--- config.mk ---
export PLATFORM = sky130hd
export DESIGN_NAME = lab2_proc_bypass_scoreboard_flat
export DESIGN_NICKNAME = d
export VERILOG_FILES = /design/src/rtl/lab2_proc_bypass_scoreboard_pkg.sv /design/src/rtl/lab2_proc_bypass_scoreboard_if.sv /design/src/rtl/lab2_proc_bypass_scoreboard_lookup.sv /design/src/rtl/lab2_proc_bypass_scoreboard.sv /design/src/flat_wrapper.sv
export SDC_FILE = /design/constraint.sdc
export NUM_CORES = 1
export LEC_CHECK = 0
export ABC_AREA = 1
export CORE_MARGIN = 5
export CORE_UTILIZATION = 67
export CTS_BUF_LIST = sky130_fd_sc_hd__clkbuf_8
export DETAILED_ROUTE_END_ITERATION = 12
export DONT_BUFFER_PORTS = 1
export PLACE_DENSITY = 0.83
export RECOVER_POWER = 50
export SLEW_MARGIN = 20
export SYNTH_ARGS = -nofsm -noshare
export SYNTH_HDL_FRONTEND = slang
export SYNTH_HIERARCHICAL = 1
export SYNTH_SLANG_ARGS = --single-unit
--- constraint.sdc ---
create_clock -name clk -period 3.82 [get_ports clk]
set_clock_uncertainty 0.15 [all_clocks]
set_input_delay 0.764 -clock clk [delete_from_list [all_inputs] [get_ports clk]]
set_output_delay 0.764 -clock clk [all_outputs]
set_load 0.05 [all_outputs]
--- src/rtl/lab2_proc_bypass_scoreboard_pkg.sv ---
// Shared types for the lab2 bypass scoreboard: per-stage writer entry and sel encoding.
// Entry fields use fixed maximum widths so one struct serves every parameterisation.
package lab2_proc_sb_pkg;

  localparam int SB_RW_MAX = 8;
  localparam int SB_AW_MAX = 8;
  localparam int SB_SEL_RF = 0;

  typedef struct packed {
    logic                 val;
    logic [SB_RW_MAX-1:0] rd;
    logic                 wen;
    logic [SB_AW_MAX-1:0] avail;
  } sb_entry_t;

  // Stage s bypass is encoded as s+1 so that 0 stays free for the regfile.
  function automatic int sb_stage_to_sel(input int stage);
    return stage + 1;
  endfunction

endpackage

--- src/rtl/lab2_proc_bypass_scoreboard_if.sv ---
// D-stage / pipeline-control bundle between the processor control unit and the scoreboard.
interface lab2_proc_bypass_scoreboard_if #(
  parameter int p_nstages = 3,
  parameter int p_nregs   = 32
);
  localparam int RW = $clog2(p_nregs);
  localparam int AW = $clog2(p_nstages);
  localparam int SW = $clog2(p_nstages + 1);

  logic                 go_D;
  logic [RW-1:0]        rd_D;
  logic                 wen_D;
  logic [AW-1:0]        avail_D;
  logic [RW-1:0]        rs1_D;
  logic [RW-1:0]        rs2_D;
  logic                 rs1_en_D;
  logic                 rs2_en_D;
  logic [p_nstages-1:0] adv;
  logic                 stall_D;
  logic [SW-1:0]        rs1_sel_D;
  logic [SW-1:0]        rs2_sel_D;
  logic [31:0]          num_stall_cyc;
  logic [31:0]          num_bypass;

  modport master (
    output go_D, rd_D, wen_D, avail_D, rs1_D, rs2_D, rs1_en_D, rs2_en_D, adv,
    input  stall_D, rs1_sel_D, rs2_sel_D, num_stall_cyc, num_bypass
  );

  modport slave (
    input  go_D, rd_D, wen_D, avail_D, rs1_D, rs2_D, rs1_en_D, rs2_en_D, adv,
    output stall_D, rs1_sel_D, rs2_sel_D, num_stall_cyc, num_bypass
  );

endinterface

--- src/rtl/lab2_proc_bypass_scoreboard_lookup.sv ---
// One source operand's hazard lookup: finds the youngest in-flight writer of the
// register and decides regfile read, bypass from that stage, or stall.
module lab2_proc_sb_lookup
  import lab2_proc_sb_pkg::*;
#(
  parameter int p_nstages = 3,
  parameter int p_nregs   = 32,
  localparam int RW = $clog2(p_nregs),
  localparam int SW = $clog2(p_nstages + 1)
)(
  input  sb_entry_t [p_nstages-1:0] i_entries,
  input  logic [RW-1:0]             i_src,
  input  logic                      i_en,
  output logic [SW-1:0]             o_sel,
  output logic                      o_stall
);

  logic                 w_hit;
  int                   w_stage;
  logic [SB_AW_MAX-1:0] w_avail;

  // Scan oldest to youngest so the last hit recorded is the youngest writer.
  always_comb begin
    w_hit   = 1'b0;
    w_stage = 0;
    w_avail = '0;
    if (i_en && (i_src != '0)) begin
      for (int s = p_nstages - 1; s >= 0; s--) begin
        if (i_entries[s].val && i_entries[s].wen &&
            (i_entries[s].rd == SB_RW_MAX'(i_src))) begin
          w_hit   = 1'b1;
          w_stage = s;
          w_avail = i_entries[s].avail;
        end
      end
    end
  end

  always_comb begin
    o_sel   = SW'(SB_SEL_RF);
    o_stall = 1'b0;
    if (w_hit) begin
      if (SB_AW_MAX'(w_stage) >= w_avail)
        o_sel = SW'(sb_stage_to_sel(w_stage));
      else
        o_stall = 1'b1;
    end
  end

endmodule

--- src/rtl/lab2_proc_bypass_scoreboard.sv ---
// Hazard/bypass scoreboard for the lab2 pipeline: shift array of in-flight writers plus two lookups.
// Optional statistics counters are enabled by defining LAB2_PROC_SCOREBOARD_STATS_EN.
module lab2_proc_bypass_scoreboard
  import lab2_proc_sb_pkg::*;
#(
  parameter int p_nstages = 3,
  parameter int p_nregs   = 32,
  localparam int SW = $clog2(p_nstages + 1)
)(
  input logic clk,
  input logic reset,
  lab2_proc_bypass_scoreboard_if.slave sb
);

  sb_entry_t [p_nstages-1:0] r_entries;
  sb_entry_t                 w_new;
  logic [SW-1:0]             w_sel1;
  logic [SW-1:0]             w_sel2;
  logic                      w_stall1;
  logic                      w_stall2;
  logic                      w_stall;

  always_comb begin
    w_new       = '0;
    w_new.val   = 1'b1;
    w_new.rd    = SB_RW_MAX'(sb.rd_D);
    w_new.wen   = sb.wen_D;
    w_new.avail = SB_AW_MAX'(sb.avail_D);
  end

  // Bubbles propagate with adv, so a moving stage copies its predecessor even when invalid.
  always_ff @(posedge clk) begin
    if (reset) begin
      r_entries <= '0;
    end else begin
      if (sb.go_D)
        r_entries[0] <= w_new;
      else if (sb.adv[0])
        r_entries[0].val <= 1'b0;
      for (int s = 1; s < p_nstages; s++) begin
        if (sb.adv[s-1])
          r_entries[s] <= r_entries[s-1];
        else if (sb.adv[s])
          r_entries[s].val <= 1'b0;
      end
    end
  end

  lab2_proc_sb_lookup #(.p_nstages(p_nstages), .p_nregs(p_nregs)) u_lookup_rs1 (
    .i_entries (r_entries),
    .i_src     (sb.rs1_D),
    .i_en      (sb.rs1_en_D),
    .o_sel     (w_sel1),
    .o_stall   (w_stall1)
  );

  lab2_proc_sb_lookup #(.p_nstages(p_nstages), .p_nregs(p_nregs)) u_lookup_rs2 (
    .i_entries (r_entries),
    .i_src     (sb.rs2_D),
    .i_en      (sb.rs2_en_D),
    .o_sel     (w_sel2),
    .o_stall   (w_stall2)
  );

  assign w_stall      = w_stall1 | w_stall2;
  assign sb.stall_D   = w_stall;
  assign sb.rs1_sel_D = w_stall ? SW'(SB_SEL_RF) : w_sel1;
  assign sb.rs2_sel_D = w_stall ? SW'(SB_SEL_RF) : w_sel2;

`ifdef LAB2_PROC_SCOREBOARD_STATS_EN
  logic [31:0] r_num_stall_cyc;
  logic [31:0] r_num_bypass;
  logic [1:0]  w_byp_inc;
  logic [32:0] w_byp_sum;

  assign w_byp_inc = {1'b0, (sb.rs1_sel_D != '0)} + {1'b0, (sb.rs2_sel_D != '0)};
  assign w_byp_sum = {1'b0, r_num_bypass} + 33'(w_byp_inc);

  // Both counters saturate rather than wrap.
  always_ff @(posedge clk) begin
    if (reset) begin
      r_num_stall_cyc <= '0;
      r_num_bypass    <= '0;
    end else begin
      if (w_stall && (r_num_stall_cyc != 32'hFFFF_FFFF))
        r_num_stall_cyc <= r_num_stall_cyc + 32'd1;
      if (sb.go_D)
        r_num_bypass <= w_byp_sum[32] ? 32'hFFFF_FFFF : w_byp_sum[31:0];
    end
  end

  assign sb.num_stall_cyc = r_num_stall_cyc;
  assign sb.num_bypass    = r_num_bypass;
`else
  assign sb.num_stall_cyc = 32'd0;
  assign sb.num_bypass    = 32'd0;
`endif

endmodule

--- src/flat_wrapper.sv ---
// flat-port wrapper written by rule: the top's interface ports become plain ports
module lab2_proc_bypass_scoreboard_flat import lab2_proc_sb_pkg::*;
#(
  parameter int p_nstages = 3,
  parameter int p_nregs   = 32,
  localparam int SW = $clog2(p_nstages + 1)
)
  (clk, reset, sb_go_D, sb_rd_D, sb_wen_D, sb_avail_D, sb_rs1_D, sb_rs2_D, sb_rs1_en_D, sb_rs2_en_D, sb_adv, sb_stall_D, sb_rs1_sel_D, sb_rs2_sel_D, sb_num_stall_cyc, sb_num_bypass);
  lab2_proc_bypass_scoreboard_if #(.p_nstages(p_nstages), .p_nregs(p_nregs)) sb_i ();
  input logic clk;
  input logic reset;
  input wire logic [$bits(sb_i.go_D)-1:0] sb_go_D;
  input wire logic [$bits(sb_i.rd_D)-1:0] sb_rd_D;
  input wire logic [$bits(sb_i.wen_D)-1:0] sb_wen_D;
  input wire logic [$bits(sb_i.avail_D)-1:0] sb_avail_D;
  input wire logic [$bits(sb_i.rs1_D)-1:0] sb_rs1_D;
  input wire logic [$bits(sb_i.rs2_D)-1:0] sb_rs2_D;
  input wire logic [$bits(sb_i.rs1_en_D)-1:0] sb_rs1_en_D;
  input wire logic [$bits(sb_i.rs2_en_D)-1:0] sb_rs2_en_D;
  input wire logic [$bits(sb_i.adv)-1:0] sb_adv;
  output wire logic [$bits(sb_i.stall_D)-1:0] sb_stall_D;
  output wire logic [$bits(sb_i.rs1_sel_D)-1:0] sb_rs1_sel_D;
  output wire logic [$bits(sb_i.rs2_sel_D)-1:0] sb_rs2_sel_D;
  output wire logic [$bits(sb_i.num_stall_cyc)-1:0] sb_num_stall_cyc;
  output wire logic [$bits(sb_i.num_bypass)-1:0] sb_num_bypass;
  assign sb_i.go_D = sb_go_D;
  assign sb_i.rd_D = sb_rd_D;
  assign sb_i.wen_D = sb_wen_D;
  assign sb_i.avail_D = sb_avail_D;
  assign sb_i.rs1_D = sb_rs1_D;
  assign sb_i.rs2_D = sb_rs2_D;
  assign sb_i.rs1_en_D = sb_rs1_en_D;
  assign sb_i.rs2_en_D = sb_rs2_en_D;
  assign sb_i.adv = sb_adv;
  assign sb_stall_D = sb_i.stall_D;
  assign sb_rs1_sel_D = sb_i.rs1_sel_D;
  assign sb_rs2_sel_D = sb_i.rs2_sel_D;
  assign sb_num_stall_cyc = sb_i.num_stall_cyc;
  assign sb_num_bypass = sb_i.num_bypass;
  lab2_proc_bypass_scoreboard #(.p_nstages(p_nstages), .p_nregs(p_nregs)) u_core (.clk(clk), .reset(reset), .sb(sb_i));
endmodule
## After elaboration in Yosys (flattened, before gate mapping)

Index checks and enable logic that the tools add are counted.

| storage, ports and cells | value |
|---|---|
| logic and storage cells | 79 |
| input port bits | 26 |
| register bits | 27 |
| output and inout port bits | 69 |

| cells by class | value |
|---|---|
| reduce and logical (&&, ||, !) cells | 16 |
| $add $sub $neg | 2 |
| muxes and demuxes | 40 |
| bitwise operators | 1 |
| order comparisons | 2 |
| equal/unequal tests | 6 |

Operators with widths:

| kind | number |
|---|---|
| 8-bit two-way mux | 10 |
| 5-bit == test | 6 |
| 2-bit two-way mux | 12 |
| 1-bit two-way mux | 18 |
| 8-bit >= comparator | 2 |
| 1-bit logical AND | 11 |
| 5-bit nonzero test | 2 |
| 2-bit nonzero test | 3 |
| 2-bit adder (second input constant) | 2 |
| 1-bit OR | 1 |

## Longest topological paths before layout

| logic depth | value |
|---|---|
| depth in word-level cells | 11 |
| mapped depth | 18 |
| mapped depth without buffers | 18 |

## Cells and area by module

Netlist, hierarchy kept.

Modules (own cells, without submodules):

| module | cells each | area an instance (um2) | sequential area each (um2) | instances |
|---|---|---|---|---|
| lab2_proc_bypass_scoreboard | 195 | 1472.7 | 540.5 | 1 |
| lab2_proc_sb_lookup | 153 | 710.7 | 0.0 | 2 |

## Worst setup path before layout

OpenSTA, ideal clock, no wires.

| timing | value |
|---|---|
| path type | input to output |
| from | input sb_rs2_D[0] |
| to | output sb_rs1_sel_D[0] |
| stages | 18 |
| data arrival time | 2967 ps |
| path buffers | 1 |
| required time | 2906 ps |
| slack | -61 ps |
| path through | inv_2 > nand2_1 > nand2_1 > inv_1 > nand2_1 > nor2_1 > nand2_1 > inv_1 > nand2_1 > nand3_1 > o211ai_1 > ha_1 > o21ai_0 > nand2_1 > a21oi_2 > or2_1 > buf_6 > nor2_1 |

| on the way | value |
|---|---|
| longest elaborated chain between the ends | 11 |
| elaborated cells on any way between the ends | 25 |
| those cells by class | order compare: 1; eq/ne: 3; mux: 15; bitwise: 1; reduce/logical: 5 |

Ends and longest elaborated chain:

| element | RTL line | RTL |
|---|---|---|
| start, declared | flat_wrapper.sv:17 | `input wire logic [$bits(sb_i.rs2_D)-1:0] sb_rs2_D;` |
| 5-bit == test | lab2_proc_bypass_scoreboard_lookup.sv:30 | `(i_entries[s].rd == SB_RW_MAX'(i_src))) begin` |
| 1-bit logical AND | lab2_proc_bypass_scoreboard_lookup.sv:29 | `if (i_entries[s].val && i_entries[s].wen &&` |
| 2-bit two-way mux | lab2_proc_bypass_scoreboard_lookup.sv:29 |  |
| 2-bit two-way mux or 8-bit two-way mux (tied branches) | lab2_proc_bypass_scoreboard_lookup.sv:29 |  |
| 8-bit two-way mux | lab2_proc_bypass_scoreboard_lookup.sv:29 |  |
| 8-bit two-way mux | lab2_proc_bypass_scoreboard_lookup.sv:27 | `if (i_en && (i_src != '0)) begin` |
| 8-bit >= comparator | lab2_proc_bypass_scoreboard_lookup.sv:43 | `if (SB_AW_MAX'(w_stage) >= w_avail)` |
| 1-bit two-way mux | lab2_proc_bypass_scoreboard_lookup.sv:43 |  |
| 1-bit two-way mux * | lab2_proc_bypass_scoreboard_lookup.sv:42 | `if (w_hit) begin` |
| via u_core.w_stall2 | lab2_proc_bypass_scoreboard.sv:20 | `logic w_stall2;` |
| 1-bit OR * | lab2_proc_bypass_scoreboard.sv:65 | `assign w_stall = w_stall1 \| w_stall2;` |
| via sb_stall_D | flat_wrapper.sv:21 | `output wire logic [$bits(sb_i.stall_D)-1:0] sb_stall_D;` |
| 2-bit two-way mux * | lab2_proc_bypass_scoreboard.sv:67 | `assign sb.rs1_sel_D = w_stall ? SW'(SB_SEL_RF) : w_sel1;` |
| end, declared | flat_wrapper.sv:22 | `output wire logic [$bits(sb_i.rs1_sel_D)-1:0] sb_rs1_sel_D;` |

Mark *: on every way through the listed nets, which the timed path passes. The rest lies on a longest branch.

## Worst setup path after layout

| timing | value |
|---|---|
| from | input sb_rs2_D[4] |
| to | output sb_rs2_sel_D[0] |

| on the way | value |
|---|---|
| longest elaborated chain between the ends | 11 |
| elaborated cells on any way between the ends | 28 |
| those cells by class | add/sub: 1; order compare: 1; eq/ne: 3; mux: 17; bitwise: 1; reduce/logical: 5 |

Ends and longest elaborated chain:

| element | RTL line | RTL |
|---|---|---|
| 5-bit == test | lab2_proc_bypass_scoreboard_lookup.sv:30 |  |
| 1-bit logical AND | lab2_proc_bypass_scoreboard_lookup.sv:29 |  |
| 2-bit two-way mux | lab2_proc_bypass_scoreboard_lookup.sv:29 |  |
| 2-bit two-way mux or 8-bit two-way mux (tied branches) | lab2_proc_bypass_scoreboard_lookup.sv:29 |  |
| 8-bit two-way mux | lab2_proc_bypass_scoreboard_lookup.sv:29 |  |
| 8-bit two-way mux | lab2_proc_bypass_scoreboard_lookup.sv:27 |  |
| 8-bit >= comparator | lab2_proc_bypass_scoreboard_lookup.sv:43 |  |
| 1-bit two-way mux | lab2_proc_bypass_scoreboard_lookup.sv:43 |  |
| 1-bit two-way mux * | lab2_proc_bypass_scoreboard_lookup.sv:42 |  |
| via u_core.w_stall2 | lab2_proc_bypass_scoreboard.sv:20 |  |
| 1-bit OR * | lab2_proc_bypass_scoreboard.sv:65 |  |
| 2-bit two-way mux * | lab2_proc_bypass_scoreboard.sv:68 | `assign sb.rs2_sel_D = w_stall ? SW'(SB_SEL_RF) : w_sel2;` |
| end, declared | flat_wrapper.sv:23 | `output wire logic [$bits(sb_i.rs2_sel_D)-1:0] sb_rs2_sel_D;` |

Marked as above.

==> impl_metrics.ini <==
[final_layout]
multi_input_area_sq_um = 2020
layout-drive-gt1-share = 0.0950
fillCellCount = 451
finalNonFillerCells = 610
diodes = 0
syn2layout_area_growth_pct = 2.42
top_regs = u_core/r_entries x27
top_register = u_core/r_entries
largest_reg_flops = 27
final-seq-area_sq_um = 546
final_area_sq_um = 2960
layout_common_cells = 118 x conb_1, 117 x nand2_1, 96 x nor2_1
nets = 589
final_common_cell = conb_1

[detailed_routing]
drt-pass1-iter-count = 5
viasPerCell = 4.70
vias = 2864
wirelength_microns = 6570
drtAntennaViolNets = 0
wl_per_cell_microns = 10.8
drc = 0
drt_iter0_markers = 130

[pwr]
switching_share = 0.447
p_switching_uw = 338
p_seq_frac = 0.432
combPwrFrac = 0.353
p_int_uw = 418
power_density_nw_per_um2 = 255
leakagePower_nw = 1.61
vdd.ir_drop.worst_uv = 295
clkPwrFrac = 0.215

[sta]
finalHoldViolations = 0
maxSlewViolCount = 0
final-setup-viol-count = 0
hold-worst-slack_ns = 0.351
relSlewSlack = 0.584
worstMarginPinSlew_ns = 0.623
rsz0062_at_grt = no
period_needed_ns = 3.59
setup_tns_ns = 0
layout_worst_path_cycle_share = 0.940
max_freq_mhz = 278

[placed_design]
placed_cell_area_sq_um = 2910
dp_hpwl_microns = 5580
portBuffers = 0
place.gp.congestion = 1.05
place_inst = 606

[die]
dieArea_sq_um = 5730
placementRows = 24
design.core.area_sq_um = 4260
io_pins = 95
start_util = 0.679
die-width_microns = 75.7
dieHeight_microns = 75.7

[clock_tree]
post_cts_buffers = 0
cts-root-buf = clkbuf_8
ctsHtreeMaxLevel = 1
clock_latency_ns = 0.27
clkTransAtPathRegs_ns = 0.10
numClockSinks = 27
cts-buffers-inserted = 3
clock_path_buffers = 2
hold_buffers = 0
cts_tree = done

[global_route]
grt_max_degree = 27
met2_usage = 0.451
grt_pass1_wl_microns = 10600
grt_util_all_layers = 0.237
antenna_found_initial = 0
use_met3 = 0.0330
busiest_layer = met2
grt_pass1_vias = 2505
grt_overflow = 0
gr-usage-met1 = 0.274

[critical_path]
slowest_stage = ha_1
required_ns = 2.91
rr_endpoint = u_core/r_entries[10]$_SDFFE_PP0P_
path_cells = inv_2 -> nand2_1 -> nand2_1 -> nand2_1 -> nor2_1 -> nand2_1 -> inv_1 -> nand2_1 -> nand3_1 -> o211ai_1 -> ha_1 -> o21ai_0 -> nand2_1 -> a21oi_2 -> or2_4 -> nor2_1 -> buf_4
startpoint = sb_rs2_D[4]
startpoint_type = input port
r2r_start = u_core/r_entries[10]$_SDFFE_PP0P_
end_kind = output port
r2r_slack_ns = 2.87
worst_path_most_repeated_cell = nand2_1
cpPeakStageDelay_ns = 0.28
endpoint = sb_rs2_sel_D[0]
critical_path_class = in -> out
cp_data_arrival_time_ns = 2.68
cp_max_fo = 5
worst_r2r_path_depth = 2

[logic_synthesis]
syn_inst = 501
async_reset_ff_frac = 0
synthDistinctLibCells = 29
synth-edff-count = 0
ys_warn_count = 6
mappedNetlistArea_sq_um = 2890
synth_seq_area_share = 0.187
synth.avg_cell_area_sq_um = 5.78
synth-seq-cells = 27
synth_ff_type = dfxtp_1

[run_status]
status = finished, final reports clean

[min_path]
hp-class = reg -> reg

[run]
drv_cap = 0
stage by stage:
stage / total power, mW / worst slack (ns) / util
2_1_floorplan: 0.623 / -0.0614 / -
3_3_place_gp: 0.589 / 0.257 / 0.683
3_5_place_dp: 0.593 / 0.211 / 0.683
4_1_cts: 0.752 / 0.166 / 0.693
5_1_grt: 0.804 / 0.00590 / 0.695
6_report: 0.757 / 0.227 / 0.695
final cells by class:
class | count | share of cell area
clock buffers | 3 | 0.0139
clock inverters | 1 | 0.00127
inverters | 67 | 0.0848
multi-input cells | 455 | 0.681
flip-flops and latches | 27 | 0.184
well taps | 52 | 0.0220
repair buffers | 5 | 0.0127
routing by layer:
metal / vias to the layer above / wire [microns]
met5: - / 0
met4: 0 / 136
met3: 10 / 619
met2: 111 / 3300
met1: 1258 / 2510
li1: 1485 / -
cell usage after synthesis, types with 6 or more instances:
| master | n | area share |
|---|---|---|
| buf_4 | 64 | 0.17 |
| o21ai_0 | 28 | 0.048 |
| a21oi_1 | 11 | 0.019 |
| nor3_1 | 6 | 0.010 |
| inv_2 | 13 | 0.017 |
| nor2_1 | 96 | 0.12 |
| inv_1 | 53 | 0.069 |
| nand2_1 | 117 | 0.15 |
| dfxtp_1 | 27 | 0.19 |
| nand2_2 | 12 | 0.026 |
| nand3_1 | 26 | 0.045 |
worst max-delay path, delay by kind of cell:
family                   cells  cell delay [ns]
AO/OA/AOI/OAI                3             0.22
AND/OR/NAND/NOR             10             1.02
buffers and inverters        3             0.38
adder cells (fa/ha/maj)      1             0.28
logic make-up (layout without fill, tap and decap cells):
group,Yosys count,after routing,share of synthesized area
adder cells (fa/ha/maj),4,4,0.0173
AO/OA/AOI/OAI,47,47,0.0891
flip-flops,27,27,0.187
AND/OR/NAND/NOR,282,282,0.425
XOR/XNOR,4,4,0.0121
buffers and inverters,136,76,0.268
other,1,118,0.00130
what timing repair did:
action,4_1_cts,5_1_grt
endpoints found under the setup margin,0,5
gates resized for setup,0,5
endpoints found under the hold margin,0,0
power by group through the flow:
stage	logic [mW]	clock network [mW]	registers, mW
final	0.267	0.163	0.327
after global routing	0.294	0.180	0.330
after CTS	0.262	0.165	0.325
after detailed placement	0.261	0	0.332
after global placement	0.258	0	0.331
after floorplan	0.300	0	0.323
how the worst min path moves through the flow:
stage | end | cells after the start | start | slack, ns
final | u_core/r_entries[17]$_SDFFE_PP0P_ | 2 | u_core/r_entries[17]$_SDFFE_PP0P_ | 0.35
after global routing | u_core/r_entries[17]$_SDFFE_PP0P_ | 1 | reset | 0.39
after CTS | u_core/r_entries[17]$_SDFFE_PP0P_ | 2 | u_core/r_entries[17]$_SDFFE_PP0P_ | 0.35
after detailed placement | u_core/r_entries[17]$_SDFFE_PP0P_ | 2 | u_core/r_entries[17]$_SDFFE_PP0P_ | 0.33
after global placement | u_core/r_entries[17]$_SDFFE_PP0P_ | 2 | u_core/r_entries[17]$_SDFFE_PP0P_ | 0.33
after floorplan | u_core/r_entries[17]$_SDFFE_PP0P_ | 2 | u_core/r_entries[17]$_SDFFE_PP0P_ | 0.31
Power figures use the tool's default switching activity.
==> RTL change: new RTL, config.mk and constraints unchanged <==
Set the package constant `SB_RW_MAX` to 7 (it was 8).
--- a/src/rtl/lab2_proc_bypass_scoreboard_pkg.sv
+++ b/src/rtl/lab2_proc_bypass_scoreboard_pkg.sv
@@ -4,3 +4,3 @@
 
-  localparam int SB_RW_MAX = 8;
+  localparam int SB_RW_MAX = 7;
   localparam int SB_AW_MAX = 8;
Check against the original RTL: same outputs for any inputs over 4 cycles, from zero or initial values and one cycle with reset high; that may be too few to reach the edited logic, so the function may still have changed.
==> RTL change against the unedited design <==
  * Power is 2.4% lower
  * Sequential cell count stayed put
  * Synthesized area is 4.2% lower
  * Setup slack better by 0.0096 ns
  * Largest cell class unchanged
  * Final cell count is 7.2% lower
  * Highest routed layer unchanged
  * Routed wire length is 11% lower
  * Cell area is 5.0% lower
==> RTL change: results (changes against the unedited design) <==
| Metric | Value |
|---|---|
| Syn avg cell area | 5.96 µm² (+3.2%) |
| Clk root buf | clkbuf_8 |
| N_diodes | 0 (unchanged) |
| H-tree lvl count | 1 (unchanged) |
| R2R Setup Slk | 2.88 ns (about the same) |
| Worst-path maximum fanout | 6 (+1) |
| Reg2Reg Capture Point | u_core/r_entries[11]$_SDFFE_PP0P_ |
| WHS Path Cells | 2 (unchanged) |
| Delay-heaviest family, CP | simple AND/OR/NAND/NOR gates |
| Layout cells sized above 1 | 0.118 (+0.0232) |
| Drt first pass iters | 4 (-1) |
| Biggest regs | u_core/r_entries: 27 flops |
| Synth top area cells | dfxtp_1 20%, buf_4 17%, nand2_1 14% |
| DR vias/cell | 4.47 (-4.9%) |
| Synth cell types | 29 (unchanged) |
| Clock transition at the registers of the reported paths | 0.09 ns |
| Nets | 547 (-7.1%) |
| Placer congestion estimate | 0.898 (-14%) |
| Slowest stage delay, CP | 0.47 ns (+0.19 ns) |
| Status | finished, final reports clean |
| R2R Path Start | u_core/r_entries[11]$_SDFFE_PP0P_ |
| Warnings, synthesis | 6 (unchanged) |
| Clock buffer count from CTS | 3 (unchanged) |
| Worst Hold Launch | u_core/r_entries[16]$_SDFFE_PP0P_ |
| Seq/Total Area, Yosys | 0.195 (+0.00826) |
| Largest net degree at the start of global routing | 27 (unchanged) |
| Initial drt markers | 119 (-8.5%) |
| Post-CTS Hold Fix Bufs | 0 (unchanged) |
| Post-Place Cells | 562 (-7.3%) |
| Fill cells | 403 (-11%) |
| Worst path slowest cell | dfxtp_1 |
| Dpl ws | 0.226 ns (+0.0147 ns) |
| Slew @ Worst Pin | 0.600 ns (-0.0232 ns) |
| P_leak | 1.52 nW (-5.5%) |
| Max rail drop VDD | 307 µV (+4.0%) |
| CTS max path bufs | 2 (unchanged) |
| Synth cell count leaders | 107 x nand2_1, 80 x nor2_1, 64 x buf_4 |
| WL final | 5870 µm (-11%) |
| CP arrival | 2.67 ns (about the same) |
| Fmax achieved | 279 MHz (+0.27%) |
| DPL Wire Length | 4830 µm (-13%) |
| First-pass GRT wire length | 9200 µm (-13%) |
| Post-route insts no fill | 566 (-7.2%) |
| Share of async-settable or async-resettable flops after synthesis | 0 (unchanged) |
| Hold crit path type | flop to flop |
| Vias in the first global route | 2,128 (-15%) |
| IO buf count | 0 (unchanged) |
| Worst-Skew Late Latency | 0.27 ns (about the same) |
| Hold EP | u_core/r_entries[16]$_SDFFE_PP0P_ |
| Initial antenna violation count | 0 (unchanged) |
| DRT antenna net count | 0 (unchanged) |
| Worst r2r path cells | 2 (unchanged) |
| Tot GR Track Use | 0.208 (-0.0284) |
RTL change: kinds of logic (layout without fill, tap and decap cells):
family / count (synthesis) / after routing / synth area share
and+or+nand+nor: 252 / 252 / 0.408
other: 1 / 112 / 0.00135
xor gates and xnor gates: 6 / 6 / 0.0190
adders and majority gates: 4 / 4 / 0.0181
buffers and inverters: 132 / 72 / 0.274
DFF: 27 / 27 / 0.195
AOI/OAI and AO/OA: 43 / 43 / 0.0840
RTL change: cell type report:
| type | count | area (µm²) | area share |
|---|---|---|---|
| Clock buffer | 3 | 41.3 | 0.0147 |
| Clock inverter | 1 | 3.75 | 0.00133 |
| Tap cell | 50 | 62.6 | 0.0222 |
| Sequential cell | 27 | 546 | 0.194 |
| Multi-Input combinational cell | 417 | 1890 | 0.671 |
| Timing Repair Buffer | 5 | 37.5 | 0.0133 |
| Inverter | 63 | 236 | 0.0840 |
RTL change: worst max-delay path by stage:
stage                                            from         endpoint  slack [ns]  cells after the start
global placement                          sb_rs2_D[3]  sb_rs2_sel_D[1]        0.26                     16
floorplan                                 sb_rs2_D[3]  sb_rs1_sel_D[0]       -0.07                     16
global route                              sb_rs2_D[3]  sb_rs1_sel_D[1]        0.05                     16
CTS                 u_core/r_entries[29]$_SDFFE_PP0P_  sb_rs2_sel_D[0]        0.22                     16
detailed placement                        sb_rs1_D[0]  sb_rs2_sel_D[0]        0.23                     16
finish              u_core/r_entries[30]$_SDFFE_PP0P_  sb_rs2_sel_D[0]        0.24                     16
RTL change: layer usage:
| layer | global-route usage | part of all wire | vias up |
|---|---|---|---|
| li1 | - | - | 1349 |
| met1 | 0.263 | 0.41 | 1083 |
| met2 | 0.387 | 0.52 | 90 |
| met3 | 0.0149 | 0.072 | 6 |
| met4 | 0.0455 | 0.0065 | 0 |
| met5 | 0 | 0 | - |
RTL change: where the power goes:
part           switching (mW)  leakage (nW)  total, mW  internal (mW)
registers              0.0258         0.225      0.326          0.301
logic                   0.216          1.27      0.259         0.0431
clock network          0.0813        0.0269      0.153         0.0719
total                   0.323          1.52      0.738          0.416
RTL change: timing repair:
action,4_1_cts,5_1_grt
buffers inserted,0,0
resized for setup,0,5
setup endpoints to repair,0,5
RTL change: worst reg2reg max path: cells and delay by family (launching register included):
family | cells | cell delay, ns
AO/OA/AOI/OAI | 1 | 0.13
flip-flops | 1 | 0.46
AND/OR/NAND/NOR | 1 | 0.14
RTL change: metrics by stage:
step / utilization / hold WS (ns) / cell area (µm²) / TNS, ns
2_1_floorplan: - / 0.311 / 3190 / -0.289
3_5_place_dp: 0.691 / 0.349 / 2760 / 0
6_report: 0.704 / 0.366 / 2820 / 0
5_1_grt: 0.704 / 0.398 / 2820 / 0
3_3_place_gp: 0.691 / 0.329 / 2760 / 0
4_1_cts: 0.702 / 0.362 / 2810 / 0
